--- config.mk ---
export PLATFORM = sky130hd
export DESIGN_NAME = resp_frame_tx
export DESIGN_NICKNAME = d
export VERILOG_FILES = /design/src/rtl/resp_frame_tx.sv
export SDC_FILE = /design/constraint.sdc
export NUM_CORES = 1
export LEC_CHECK = 0
export ABC_AREA = 1
export CORE_MARGIN = 3
export CORE_UTILIZATION = 55
export CTS_BUF_LIST = sky130_fd_sc_hd__clkbuf_4 sky130_fd_sc_hd__clkbuf_8
export DETAILED_ROUTE_END_ITERATION = 12
export HOLD_SLACK_MARGIN = 0.02
export PLACE_DENSITY = 0.82
export SLEW_MARGIN = 25
export SYNTH_ARGS = -nofsm -noshare
export SYNTH_HDL_FRONTEND = slang
export SYNTH_SLANG_ARGS = --single-unit
--- constraint.sdc ---
create_clock -name clk -period 9.8 [get_ports clk]
set_input_delay 1.96 -clock clk [delete_from_list [all_inputs] [get_ports clk]]
set_output_delay 1.96 -clock clk [all_outputs]
set_load 0.02 [all_outputs]
--- src/rtl/resp_frame_tx.sv ---
// Response framer: serialises MAGIC, STATUS, LEN, PAYLOAD, CRC8 onto the uart_tx byte handshake.
// One request is framed at a time. The frame is aborted on a per-byte timeout or on an external abort.
module resp_frame_tx #(
    parameter logic [7:0] MAGIC_BYTE     = 8'hA5,
    parameter logic [7:0] CRC8_POLY      = 8'h07,
    parameter int         MAX_PAYLOAD    = 16,
    parameter int         TX_TIMEOUT_CYC = 1350000
) (
    input  logic                     clk,
    input  logic                     rst,
    input  logic                     req_valid,
    output logic                     req_ready,
    input  logic [7:0]               req_status,
    input  logic [7:0]               req_len,
    input  logic [8*MAX_PAYLOAD-1:0] req_payload_flat,
    input  logic                     abort,
    output logic                     tx_dv,
    output logic [7:0]               tx_byte,
    input  logic                     tx_active,
    input  logic                     tx_done,
    output logic                     busy,
    output logic                     done,
    output logic                     err_timeout
);

    localparam int                IDX_W    = $clog2(MAX_PAYLOAD + 4);
    localparam int                TMR_W    = $clog2(TX_TIMEOUT_CYC + 1);
    localparam logic [7:0]        MAX_LEN  = 8'(MAX_PAYLOAD);
    localparam logic [TMR_W-1:0]  TMR_LAST = TMR_W'(TX_TIMEOUT_CYC - 1);

    typedef enum logic [1:0] {
        IDLE      = 2'd0,
        ISSUE     = 2'd1,
        WAIT_DONE = 2'd2,
        FINISH    = 2'd3
    } state_t;

    state_t                   state_r, state_next_s;
    logic [7:0]               status_r, len_r, crc_r, tx_byte_r;
    logic [8*MAX_PAYLOAD-1:0] payload_r;
    logic [IDX_W-1:0]         idx_r, crc_idx_s, pidx_s;
    logic [TMR_W-1:0]         timer_r;
    logic                     tx_dv_r, done_r, err_timeout_r;
    logic                     accept_s, issue_s, advance_s, finish_s, expire_s, fold_s;
    logic [7:0]               cur_byte_s, pay_byte_s;

    function automatic logic [7:0] crc8_update(input logic [7:0] crc, input logic [7:0] data);
        logic [7:0] c;
        c = crc ^ data;
        for (int b = 0; b < 8; b++) begin
            if (c[7]) begin
                c = {c[6:0], 1'b0} ^ CRC8_POLY;
            end else begin
                c = {c[6:0], 1'b0};
            end
        end
        return c;
    endfunction

    assign req_ready   = (state_r == IDLE);
    assign busy        = (state_r != IDLE);
    assign tx_dv       = tx_dv_r;
    assign tx_byte     = tx_byte_r;
    assign done        = done_r;
    assign err_timeout = err_timeout_r;

    // Select the byte for the current index; the CRC slot sits right after the last payload byte
    always_comb begin
        crc_idx_s  = IDX_W'(len_r) + IDX_W'(3);
        pidx_s     = idx_r - IDX_W'(3);
        pay_byte_s = 8'h00;
        for (int i = 0; i < MAX_PAYLOAD; i++) begin
            if (pidx_s == IDX_W'(i)) begin
                pay_byte_s = payload_r[8*i +: 8];
            end else begin
                pay_byte_s = pay_byte_s;
            end
        end
        if (idx_r == IDX_W'(0)) begin
            cur_byte_s = MAGIC_BYTE;
        end else if (idx_r == IDX_W'(1)) begin
            cur_byte_s = status_r;
        end else if (idx_r == IDX_W'(2)) begin
            cur_byte_s = len_r;
        end else if (idx_r == crc_idx_s) begin
            cur_byte_s = crc_r;
        end else begin
            cur_byte_s = pay_byte_s;
        end
        fold_s = (idx_r != IDX_W'(0)) && (idx_r != crc_idx_s);
    end

    // Next-state logic; abort outranks tx_done, and tx_done outranks timer expiry
    always_comb begin
        state_next_s = state_r;
        accept_s     = 1'b0;
        issue_s      = 1'b0;
        advance_s    = 1'b0;
        finish_s     = 1'b0;
        expire_s     = 1'b0;
        case (state_r)
            IDLE: begin
                if (req_valid) begin
                    accept_s     = 1'b1;
                    state_next_s = ISSUE;
                end else begin
                    state_next_s = IDLE;
                end
            end
            ISSUE: begin
                if (abort) begin
                    state_next_s = IDLE;
                end else if (!tx_active) begin
                    issue_s      = 1'b1;
                    state_next_s = WAIT_DONE;
                end else if (timer_r == TMR_LAST) begin
                    expire_s     = 1'b1;
                    state_next_s = IDLE;
                end else begin
                    state_next_s = ISSUE;
                end
            end
            WAIT_DONE: begin
                if (abort) begin
                    state_next_s = IDLE;
                end else if (tx_done) begin
                    advance_s = 1'b1;
                    if (idx_r == crc_idx_s) begin
                        finish_s     = 1'b1;
                        state_next_s = FINISH;
                    end else begin
                        state_next_s = ISSUE;
                    end
                end else if (timer_r == TMR_LAST) begin
                    expire_s     = 1'b1;
                    state_next_s = IDLE;
                end else begin
                    state_next_s = WAIT_DONE;
                end
            end
            FINISH: begin
                state_next_s = IDLE;
            end
            default: begin
                state_next_s = IDLE;
            end
        endcase
    end

    // State register
    always_ff @(posedge clk or posedge rst) begin
        if (rst) begin
            state_r <= IDLE;
        end else begin
            state_r <= state_next_s;
        end
    end

    // Registered strobes toward uart_tx and the upstream FSM
    always_ff @(posedge clk or posedge rst) begin
        if (rst) begin
            tx_dv_r       <= 1'b0;
            tx_byte_r     <= 8'h00;
            done_r        <= 1'b0;
            err_timeout_r <= 1'b0;
        end else begin
            tx_dv_r       <= issue_s;
            done_r        <= finish_s;
            err_timeout_r <= expire_s;
            if (issue_s) begin
                tx_byte_r <= cur_byte_s;
            end else begin
                tx_byte_r <= tx_byte_r;
            end
        end
    end

    // Request capture, byte index and running CRC
    always_ff @(posedge clk or posedge rst) begin
        if (rst) begin
            status_r  <= 8'h00;
            len_r     <= 8'h00;
            payload_r <= {(8*MAX_PAYLOAD){1'b0}};
            crc_r     <= 8'h00;
            idx_r     <= {IDX_W{1'b0}};
        end else if (accept_s) begin
            status_r  <= req_status;
            len_r     <= (req_len > MAX_LEN) ? MAX_LEN : req_len;
            payload_r <= req_payload_flat;
            crc_r     <= 8'h00;
            idx_r     <= {IDX_W{1'b0}};
        end else begin
            if (issue_s && fold_s) begin
                crc_r <= crc8_update(crc_r, cur_byte_s);
            end else begin
                crc_r <= crc_r;
            end
            if (advance_s) begin
                idx_r <= idx_r + IDX_W'(1);
            end else begin
                idx_r <= idx_r;
            end
        end
    end

    // Per-byte watchdog: restarts on each strobe, idles at zero outside ISSUE/WAIT_DONE
    always_ff @(posedge clk or posedge rst) begin
        if (rst) begin
            timer_r <= {TMR_W{1'b0}};
        end else if ((state_r == ISSUE || state_r == WAIT_DONE) && !issue_s && (state_next_s != IDLE)) begin
            timer_r <= timer_r + TMR_W'(1);
        end else begin
            timer_r <= {TMR_W{1'b0}};
        end
    end

endmodule

==> impl_metrics.toml, run 1 <==
[synth]
synth.yosys.seq_area_share_pct = 47.8
async_flop_share_pct = 100
synth_ff_type = "dfrtp_1"
synth.distinct_cells = 40
syn-num-nets = 1529
avgSynthCellArea_sq_um = 7.31
ys_ff_latch = 191
synth-edff-count = 0
netlist_area_sq_mm = 0.00999
synth_area_leaders = "dfrtp_1 (48%), nand2_1 (23%), inv_1 (3.8%), nand3_1 (3.5%), a21oi_1 (3.1%)"
yosysWarnings = 0
synth_top_area_share_pct = 47.8
synth_area_leader_cell = "dfrtp_1"
syn_inst = 1366

[detailed_routing]
dr.pass1.iters = 5
drc = 0
ant_nets = 0
vias = 9097
vias_per_cell = 5.23
drtIter0Drc = 720
drt-total-wl_um = 24700
wire_per_inst_um = 14.2

[setup_path]
cp_max_fo = 106
cpPeakStageDelay_ps = 860
start_kind = "input port"
cp_cell_sequence = "clkdlybuf4s50_1 -> nand2_4 -> inv_4 -> buf_4 -> nand2_1 -> o21ai_0"
cp.required_ps = 10180
cp_num_buf_inv = 3
arrival_ps = 4620
cp-end-kind = "flip-flop"
setup.worst_path.class = "input port to flip-flop"
crit_slowest_cell = "buf_4"
cpLargestDelayFamily = "buffers and inverters"

[global_routing]
grt_max_degree = 111
grt_pass1_vias = 8683
met3_usage_pct = 4.68
overflow = 0
grt_pass1_wl_um = 41300
use_met1_pct = 35.6
gr-usage-met2_pct = 41.2
grtUsageTotal_pct = 25.3
busiest_layer = "met2"
antenna_found_initial = 0

[finish]
layout.cells.most_common = "nand2_1"
mostFrequentLayoutCells = "nand2_1 (624), dfrtp_1 (191), clkdlybuf4s50_1 (162)"
syn_to_final_growth_pct = 21.6
fillerInstances = 1500
nNetsFinal = 1667
drive_above_1_share_pct = 6.40
antenna_cells = 0
final_cell_area_sq_mm = 0.0121
multiInputGateArea_sq_mm = 0.00459
final_util_pct = 69.3
seq_area_sq_mm = 0.00478

[pwr]
ir_worst_vdd_mv = 0.135
powerDensity_mw_per_mm2 = 145
power_w = 0.00176
cellLeakagePower_nw = 6.05

[floorplanning]
start_util_pct = 57.0
dieHeight_um = 141
rows = 48
io_pins = 163
die_w_um = 141
core_area_sq_mm = 0.0175
die_area_sq_mm = 0.0198

[cts]
clock_latency_ps = 480
cts-root-buf = "clkbuf_8"
cts_tree = "done"
clk_pin_slew_ps = 90
cts.path.max_buffers = 2
cts_hold_buf = 0
cts_setup_buffers = 0
htree_num_levels = 4
ctsResizeCount = 0
cts.sinks = 191
numCtsBuffers = 17

[placed_design]
place.gp.congestion = 0.826
placed_cell_area_sq_mm = 0.0117
port_buffers = 162
place_worst_setup_slack_ps = 5150
dpl.hpwl_um = 17500

[timing]
max_freq_mhz = 236
worst_pin_slew_ps = 1050
period_share_pct = 43.3
finalCriticalPeriod_ps = 4240
finClkSkew_ps = 20.6
grt_setup_unrepaired = "no"
timing.final.ws_setup_ps = 5560
setup_tns_ps = 0
finalSetupViolCount = 0
hold_viol = 0
slew_headroom_pct = 30.1
drv_slew = 0

[worst_hold_path]
hold_path_class = "flip-flop to flip-flop"

[status]
status = "complete, no violations"

[run]
drv_cap = 0
registers in the layout, summed over array words and instances (netlist names):
name	cells
timer_r	21
err_timeout	1
done	1
tx_byte	8
state_r	2
len_r	8
tx_dv	1
crc_r	8
status_r	8
idx_r	5
payload_r	128
where the power goes:
part | switching (W) | internal (W) | total, W
sequential | 0.0000558 | 0.000893 | 0.000949
combinational | 0.000151 | 0.000115 | 0.000267
clock | 0.000286 | 0.000263 | 0.000549
kinds of logic after synthesis:
| family | Yosys count | synth area share [%] |
|---|---|---|
| AO/OA/AOI/OAI | 131 | 6.80 |
| XOR/XNOR | 10 | 0.877 |
| adder cells (fa/ha/maj) | 13 | 1.63 |
| buffers and inverters | 158 | 6.39 |
| flip-flops | 191 | 47.8 |
| AND/OR/NAND/NOR | 863 | 36.5 |
metal layers:
layer,wire (um),share of wire (%)
met2,12000,49
met4,389,1.6
met1,10900,44
met3,1330,5.4
met5,0,0
final timing paths:
path / start / to / slack, ps / depth (start not counted)
setup / recovery: req_valid / payload_r[38] / 5560 / 6
hold / removal: timer_r[0] / timer_r[0] / 470 / 1
setup reg to reg: idx_r[0] / crc_r[1] / 5640 / 35
hold reg to reg: timer_r[0] / timer_r[0] / 470 / 1
max in group asynchronous: rst / payload_r[90] / 6600 / 3
min in group asynchronous: rst / payload_r[2] / 2010 / 2
final cells by class:
type,count,area share (%)
Timing Repair Buffer,166,13.6
Clock buffer,19,2.10
Inverter,111,3.51
Sequential cell,191,39.4
Multi-Input combinational cell,1017,37.8
Clock inverter,12,1.31
Tap cell,225,2.32
stage by stage:
stage | cells | hold slack, ps
floorplan | 1366 | 433
global placement | 1710 | 449
detailed placement | 1710 | 458
CTS | 1741 | 470
global route | 1741 | 492
finish | 1741 | 467
synthesized netlist by cell type, types with 2 or more instances:
cell type,number
a21oi_1,62
a31oi_1,8
buf_1,4
buf_2,3
buf_4,2
buf_6,3
clkbuf_1,34
dfrtp_1,191
ha_1,13
inv_1,100
inv_2,11
nand2_1,625
nand2_2,15
nand2_4,2
nand3_1,69
nand3_2,3
nand3_4,4
nand4_1,5
nor2_1,81
nor2_2,5
nor2_4,6
nor3_1,13
nor3b_1,7
nor4_1,6
nor4b_1,2
o211ai_1,3
o21ai_0,51
o21ai_1,5
or2_0,3
or2_2,12
xor2_1,9
(Power assumes the default switching activity.)
==> inputs of run 2 (changes only) <==
==> constraint.sdc (replaced) <==
create_clock -name clk -period 4.3 [get_ports clk]
set_input_delay 0.86 -clock clk [delete_from_list [all_inputs] [get_ports clk]]
set_output_delay 0.86 -clock clk [all_outputs]
set_load 0.02 [all_outputs]
==> impl_metrics.toml, run 2 (synthesized netlist as in run 1, its figures left out) <==
[pwr]
ir_worst_vdd_mv = 0.317
power_w = 0.00400
cellLeakagePower_nw = 6.12
powerDensity_mw_per_mm2 = 326

[cts]
clk_pin_slew_ps = 100
cts_hold_buf = 0
cts_tree = "done"
numCtsBuffers = 17
cts.sinks = 191
cts_setup_buffers = 0
cts.path.max_buffers = 2
cts-root-buf = "clkbuf_8"
htree_num_levels = 4
clock_latency_ps = 480

[worst_hold_path]
min_path_cells = 1
hold_path_class = "flip-flop to flip-flop"
min_to = "timer_r[0]"
worstHoldStart = "timer_r[0]"

[setup_path]
reg2reg_setup_slack_ps = 440
r2r_cells = 32
r2r-end = "crc_r[3]"
cp-end-kind = "flip-flop"
cp_common_cell = "nand2_1"
r2r-start = "idx_r[0]"
setup.worst_path.class = "flip-flop to flip-flop"
startpoint = "idx_r[0]"
cp.required_ps = 4670
arrival_ps = 4230
cp_max_fo = 11
crit_slowest_cell = "dfrtp_1"
start_kind = "flip-flop"
cpPeakStageDelay_ps = 470

[timing]
slew_headroom_pct = 32.2
drv_slew = 0
whs_ps = 470
grt_setup_unrepaired = "no"
finalCriticalPeriod_ps = 3860
setup_tns_ps = 0
period_share_pct = 89.8
max_freq_mhz = 259
finalSetupViolCount = 0
finClkSkew_ps = 14.8
hold_viol = 0
worst_pin_slew_ps = 1020

[global_routing]
antenna_found_initial = 0
grt_pass1_vias = 8815
grt_pass1_wl_um = 41500
overflow = 0
grtUsageTotal_pct = 25.6
grt_max_degree = 103

[detailed_routing]
dr.pass1.iters = 6
wire_per_inst_um = 14.2
drtIter0Drc = 771
drt-total-wl_um = 25000
ant_nets = 0
vias = 9145
vias_per_cell = 5.22
drc = 0

[finish]
top_register = "payload_r"
antenna_cells = 0
layout.cells.most_common = "nand2_1"
largest_reg_flops = 128
mostFrequentLayoutCells = "nand2_1 (624), dfrtp_1 (191), clkdlybuf4s50_1 (162)"
syn_to_final_growth_pct = 22.9
drive_above_1_share_pct = 7.07
largestRegisters = "payload_r: 128 flops, timer_r: 21 flops"
nNetsFinal = 1678

[placed_design]
place.gp.congestion = 0.916
dpl.hpwl_um = 18600
port_buffers = 162

[floorplanning]
die_area_sq_mm = 0.0198
dieHeight_um = 141
core_area_sq_mm = 0.0175
io_pins = 163
rows = 48
start_util_pct = 57.0
die_w_um = 141

[status]
status = "complete, no violations"

[run]
drv_cap = 0
[run 2: how the worst max path moves through the flow]
| stage | endpoint | slack, ps | depth (start not counted) |
|---|---|---|---|
| final | crc_r[3] | 440 | 32 |
| after global routing | crc_r[2] | 90 | 33 |
| after CTS | crc_r[4] | 360 | 33 |
| after detailed placement | crc_r[5] | 410 | 33 |
| after global placement | crc_r[4] | 510 | 33 |
| after floorplan | crc_r[0] | 980 | 1 |
[run 2: layout make-up]
cell class | instances | area (sq um)
Timing Repair Buffer | 177 | 1800
Fill cell | 1438 | 5260
Inverter | 111 | 423
Clock buffer | 17 | 234
Tap cell | 225 | 282
Clock inverter | 15 | 174
Sequential cell | 191 | 4780
Multi-Input combinational cell | 1017 | 4590
[run 2: timing repair]
action,4_1_cts,5_1_grt
gates resized for setup,0,1
endpoints found under the setup margin,0,5
endpoints found under the hold margin,0,0
[run 2: where the power goes]
| group | leakage [nW] | switching [W] | internal (W) |
|---|---|---|---|
| logic | 3.50 | 0.000343 | 0.000271 |
| clock network | 0.203 | 0.000717 | 0.000491 |
| registers | 2.41 | 0.000142 | 0.00204 |
[run 2: per-stage QoR]
| step | util [%] | setup slack (ps) | instances | instance area [sq um] |
|---|---|---|---|---|
| after floorplan | - | 978 | 1366 | 9990 |
| after global placement | 67.6 | 505 | 1720 | 11800 |
| after detailed placement | 67.7 | 406 | 1721 | 11900 |
| after CTS | 70.0 | 360 | 1753 | 12300 |
| after global routing | 70.0 | 89.8 | 1753 | 12300 |
| final | 70.0 | 437 | 1753 | 12300 |
[run 2: per-layer routing]
metal  GRT usage (%)  up-vias  part of all wire [%]
met4            8.01        0                   2.3
met3            4.68       49                   6.3
met2            40.7      314                    48
li1                -     4554                     -
met5               0        -                     0
met1            35.9     4228                    44
[run 2: worst max-delay path: cells and delay by family (launching register included)]
| kind | cells | cell delay [ps] |
|---|---|---|
| buf+inv | 2 | 340 |
| fa+ha+maj | 1 | 270 |
| flops | 1 | 470 |
| simple gates | 27 | 2420 |
| compound gates | 2 | 260 |
==> inputs of run 3 (changes only) <==
--- a/config.mk
+++ b/config.mk
@@ -16,3 +16,4 @@
 export SYNTH_ARGS = -nofsm -noshare
 export SYNTH_HDL_FRONTEND = slang
 export SYNTH_SLANG_ARGS = --single-unit
+export TNS_END_PERCENT = 20
==> results of run 3 <==
No change in the layout: final DEF, timing and power equal those of run 2.
==> variant 1 (flow settings as in run 1) <==
Re-encode `state_t` (4 states) as one-hot, 4 bits wide.
--- a/src/rtl/resp_frame_tx.sv
+++ b/src/rtl/resp_frame_tx.sv
@@ -28,11 +28,11 @@
     localparam logic [7:0]        MAX_LEN  = 8'(MAX_PAYLOAD);
     localparam logic [TMR_W-1:0]  TMR_LAST = TMR_W'(TX_TIMEOUT_CYC - 1);
 
-    typedef enum logic [1:0] {
-        IDLE      = 2'd0,
-        ISSUE     = 2'd1,
-        WAIT_DONE = 2'd2,
-        FINISH    = 2'd3
+    typedef enum logic [3:0] {
+        IDLE      = 4'b0001,
+        ISSUE     = 4'b0010,
+        WAIT_DONE = 4'b0100,
+        FINISH    = 4'b1000
     } state_t;
 
     state_t                   state_r, state_next_s;
Formal check against the unedited RTL: no difference found for any inputs over 4 cycles, from zero or initial values and one cycle with rst high; so few cycles prove little.
==> variant 1 against run 1 <==
- final area grew 1.8%
- setup slack gained 0.081 ns
- synthesized area grew 2.0%
- critical path depth is the same
- routed wire length grew 1.5%
- clock skew shrank 0.010 ns
- sequential share of layout area shrank 0.27 points
- highest routed layer unchanged
- via count grew 1.6%
- largest cell class unchanged
- sequential cell count grew 2
- global-route usage shrank 0.14 points
- critical path type unchanged
Power is not compared: it rests on default switching activity, and its combinational part moved more than twofold at a synthesized area within 25%.
==> variant 1: results (changes against run 1) <==
[run_status]
status=complete, no violations

[route]
drt-total-wl_mm=25.0  ; +1.5%
avgViaCountPerCell=5.23  ; about the same
vias=9247  ; +1.6%
drtPass1Iterations=7  ; +2
dr.first_iter.drc_count=761  ; +5.7%

[min_path]
min_from=timer_r[0]
hold_depth=1  ; unchanged

[finish]
layout-drive-gt1-share=0.0767  ; +0.0127
num-nets-final=1686  ; +1.1%

[worst_setup_path]
max_stage_delay_ns=0.81  ; -0.05 ns
critPathCapture=payload_r[60]
r2r_cells=31  ; -11%
cp_slowest_cell=inv_4
path_max_fanout=101  ; -4.7%
crit_arrival_ns=4.58  ; -0.04 ns
r2r-end=crc_r[3]
reg2reg_setup_slack_ns=5.67  ; +0.03 ns

[logic_synthesis]
ys_seq_area_frac=0.474  ; -0.00448
synth_cell_types=48  ; +20%
syn_nets=1548  ; +1.2%
synth_area_leaders=dfrtp_1, nand2_1, nand3_1
synthTopCellsByCount=nand2_1, dfrtp_1, inv_1
syn_inst=1388  ; +1.6%

[global_routing]
grt_pass1_wl_mm=41.6  ; +0.87%
gr-usage-all-layers=0.252  ; -0.00135
first_global_vias=8837  ; +1.8%
grt_max_degree=102  ; -8.1%

[timing]
finalCriticalPeriod_ns=4.16  ; -0.0808 ns
final_max_slew_viol_count=0  ; unchanged
slew_headroom=0.380  ; +0.0787
hold_ws_ns=0.465  ; -0.00218 ns
fin_skew_ns=0.0104  ; -0.0101 ns

[placement]
dp_cells=1736  ; +1.5%
pre_cts_ws_ns=5.16  ; +0.0113 ns
hpwl_mm=17.9  ; +2.5%
place_congestion=0.900  ; +8.9%
place_area_um2=11900  ; +1.8%

[clock_network]
cts_root_buf=clkbuf_8
insertion_delay_ns=0.47

[variant 1: cell types whose count changed after synthesis, moves of 4 or more]
cell     delta
o21ai_0     -4
a31oi_1     -7
inv_1       +7
buf_2       +4
nand2_1    +14
a21oi_1    -15
nand2_2    +11
nand3_1    +20
nor2_1     -22
nor4_1      -4
nand4_1     +4
[variant 1: layout make-up]
cell class	instances	area [µm²]
repair buffers	166	1650
flip-flops and latches	193	4830
clock buffers	18	241
multi-input cells	1032	4730
inverters	116	443
clock inverters	14	180
well taps	229	287
fillers	1535	5730
[variant 1: cells by family (layout without fill, tap and decap cells)]
kind of cell	after synthesis	after routing	share of synthesized area
buf+inv	163	314	0.0631
flops	193	193	0.474
xor+xnor	12	12	0.0103
compound gates	112	112	0.0579
simple gates	898	898	0.382
fa+ha+maj	10	10	0.0123
[variant 1: routing by layer]
layer	global-route usage	vias up	part of all wire
met3	0.0413	37	0.056
met4	0.0687	0	0.016
met5	0	-	0
met2	0.404	309	0.48
met1	0.358	4312	0.45
li1	-	4589	-
==> variant 2 (flow settings as in run 1) <==
Made on the original files. The parameter `MAX_PAYLOAD` goes from 16 to 32.
--- a/src/rtl/resp_frame_tx.sv
+++ b/src/rtl/resp_frame_tx.sv
@@ -3,7 +3,7 @@
 module resp_frame_tx #(
     parameter logic [7:0] MAGIC_BYTE     = 8'hA5,
     parameter logic [7:0] CRC8_POLY      = 8'h07,
-    parameter int         MAX_PAYLOAD    = 16,
+    parameter int         MAX_PAYLOAD    = 32,
     parameter int         TX_TIMEOUT_CYC = 1350000
 ) (
     input  logic                     clk,
Ports: changed (resized req_payload_flat); port bits go from 163 to 291. The function was not compared with the original's and may differ.
==> variant 2 against run 1 <==
- critical endpoint is now crc_r[2]
- final area up 74%
- first-iteration DRC count up 120%
- via count up 78%
- largest cell class unchanged
- global-route usage up 3.8 points
- sequential cell count up 129
- final cell count up 77%
- setup slack worse by 1.4 ns
- power up 110%
- synthesized area up 68%
- non-clock buffer count up 136
- routed wire length up 95%
- fmax down 25%
- combinational power up 120%
==> variant 2: results (changes against run 1) <==
[route]
met1_length_mm=20.7  ; +89%
drtPass1Iterations=6  ; +1
drt-total-wl_mm=48.2  ; +95%
route.met2.wl_mm=22.8  ; +89%
dr_wl_met3_mm=3.01  ; +130%
avgViaCountPerCell=5.25  ; +0.41%

[global_routing]
use_met3=0.0433  ; -0.00353
met2_usage=0.472  ; +0.0606
first_global_vias=16100  ; +85%
gr-usage-all-layers=0.291  ; +0.0381
grt_max_degree=204  ; +84%
grtUsageMet1=0.401  ; +0.0442

[finish]
final_cells=3082  ; +77%
diodes=0  ; unchanged
fill_cells=2450  ; +63%
reg.largest.list=payload_r x256, timer_r x21
layout-drive-gt1-share=0.0724  ; +0.00845
num-nets-final=2939  ; +76%

[timing]
slew_headroom=0.272  ; -0.0294
fin_skew_ns=0.0263  ; +0.00571 ns

[worst_setup_path]
path_max_fanout=31  ; -71%
cp_slowest_cell=nor2_4
max_stage_delay_ns=0.61  ; -0.25 ns
r2r_cells=51  ; +46%

[placement]
hpwl_mm=34.4  ; +96%
port-buffer-count=290  ; +79%
pre_cts_ws_ns=4.21  ; -0.943 ns
place_congestion=0.932  ; +13%
dp_cells=2982  ; +74%

[logic_synthesis]
ys_seq_area_frac=0.477  ; -0.00163
synth-compound-area-share=0.0628  ; -0.00520
syn_nets=2672  ; +75%
avgSynthCellArea_um2=7.05  ; -3.6%
synthTopCellsByCount=nand2_1, dfrtp_1, inv_1
synth_top_area_share=0.477  ; -0.00163
synth_cell_types=43  ; +7.5%
synth_area_leaders=dfrtp_1, nand2_1, inv_1

[run_status]
status=complete, no violations

[clock_network]
cts_max_level=2  ; -2
clkTransAtPathRegs_ns=0.06  ; -0.03 ns
cts_resized=0  ; unchanged
insertion_delay_ns=0.59  ; +0.11 ns

[power_and_ir_drop]
vdd_drop_max_uv=103  ; -24%
p_leak_uw=0.0109  ; +80%

-- variant 2: cell types whose count changed in the layout (fill, tap and decap cells not counted), moves of 14 or more --
cell             change
inv_1               +95
nand2_1            +582
nor2_1              +29
o21ai_0             +52
clkbuf_8            +50
dfrtp_1            +129
nand2_2             +14
a21oi_1             +20
nand3_1             +33
clkbuf_4            +14
clkdlybuf4s50_1    +128
-- variant 2: cell type report --
cell class | instances | area [µm²] | share of cell area
tap | 390 | 488 | 0.0231
multi-input combinational | 1758 | 7520 | 0.356
inverter | 214 | 815 | 0.0386
clock buffer | 83 | 1050 | 0.0497
clock inverter | 15 | 188 | 0.00889
timing repair buffer | 302 | 3050 | 0.144
sequential | 320 | 8010 | 0.379
-- variant 2: final timing paths --
check	from	endpoint	slack (ns)
worst max-delay path	idx_r[0]	crc_r[2]	4.13
worst min-delay path	timer_r[0]	timer_r[0]	0.46
worst max register to register	idx_r[0]	crc_r[2]	4.13
worst min register to register	timer_r[0]	timer_r[0]	0.46
max in group asynchronous	rst	payload_r[215]	6.48
min in group asynchronous	rst	payload_r[29]	1.74
-- variant 2: where the power goes --
part | leakage [µW] | total, µW | internal, µW | switching, µW
Sequential | 0.00399 | 1730 | 1580 | 154
Clock | 0.000651 | 1350 | 788 | 559
Combinational | 0.00626 | 582 | 244 | 338
-- variant 2: per-stage QoR --
step	total power [µW]	cell area, µm²
after detailed placement	2320	19800
final	3660	21100
after floorplan	2040	16800
after CTS	3670	21100
after global placement	2290	19800
after global routing	3850	21100
-- variant 2: worst max-delay path, delay by kind of cell, from the launching register on --
kind            cells  cell delay, ns
flops               1            0.48
simple gates       47            4.30
compound gates      1            0.35
buf+inv             2            0.14
fa+ha+maj           1            0.28
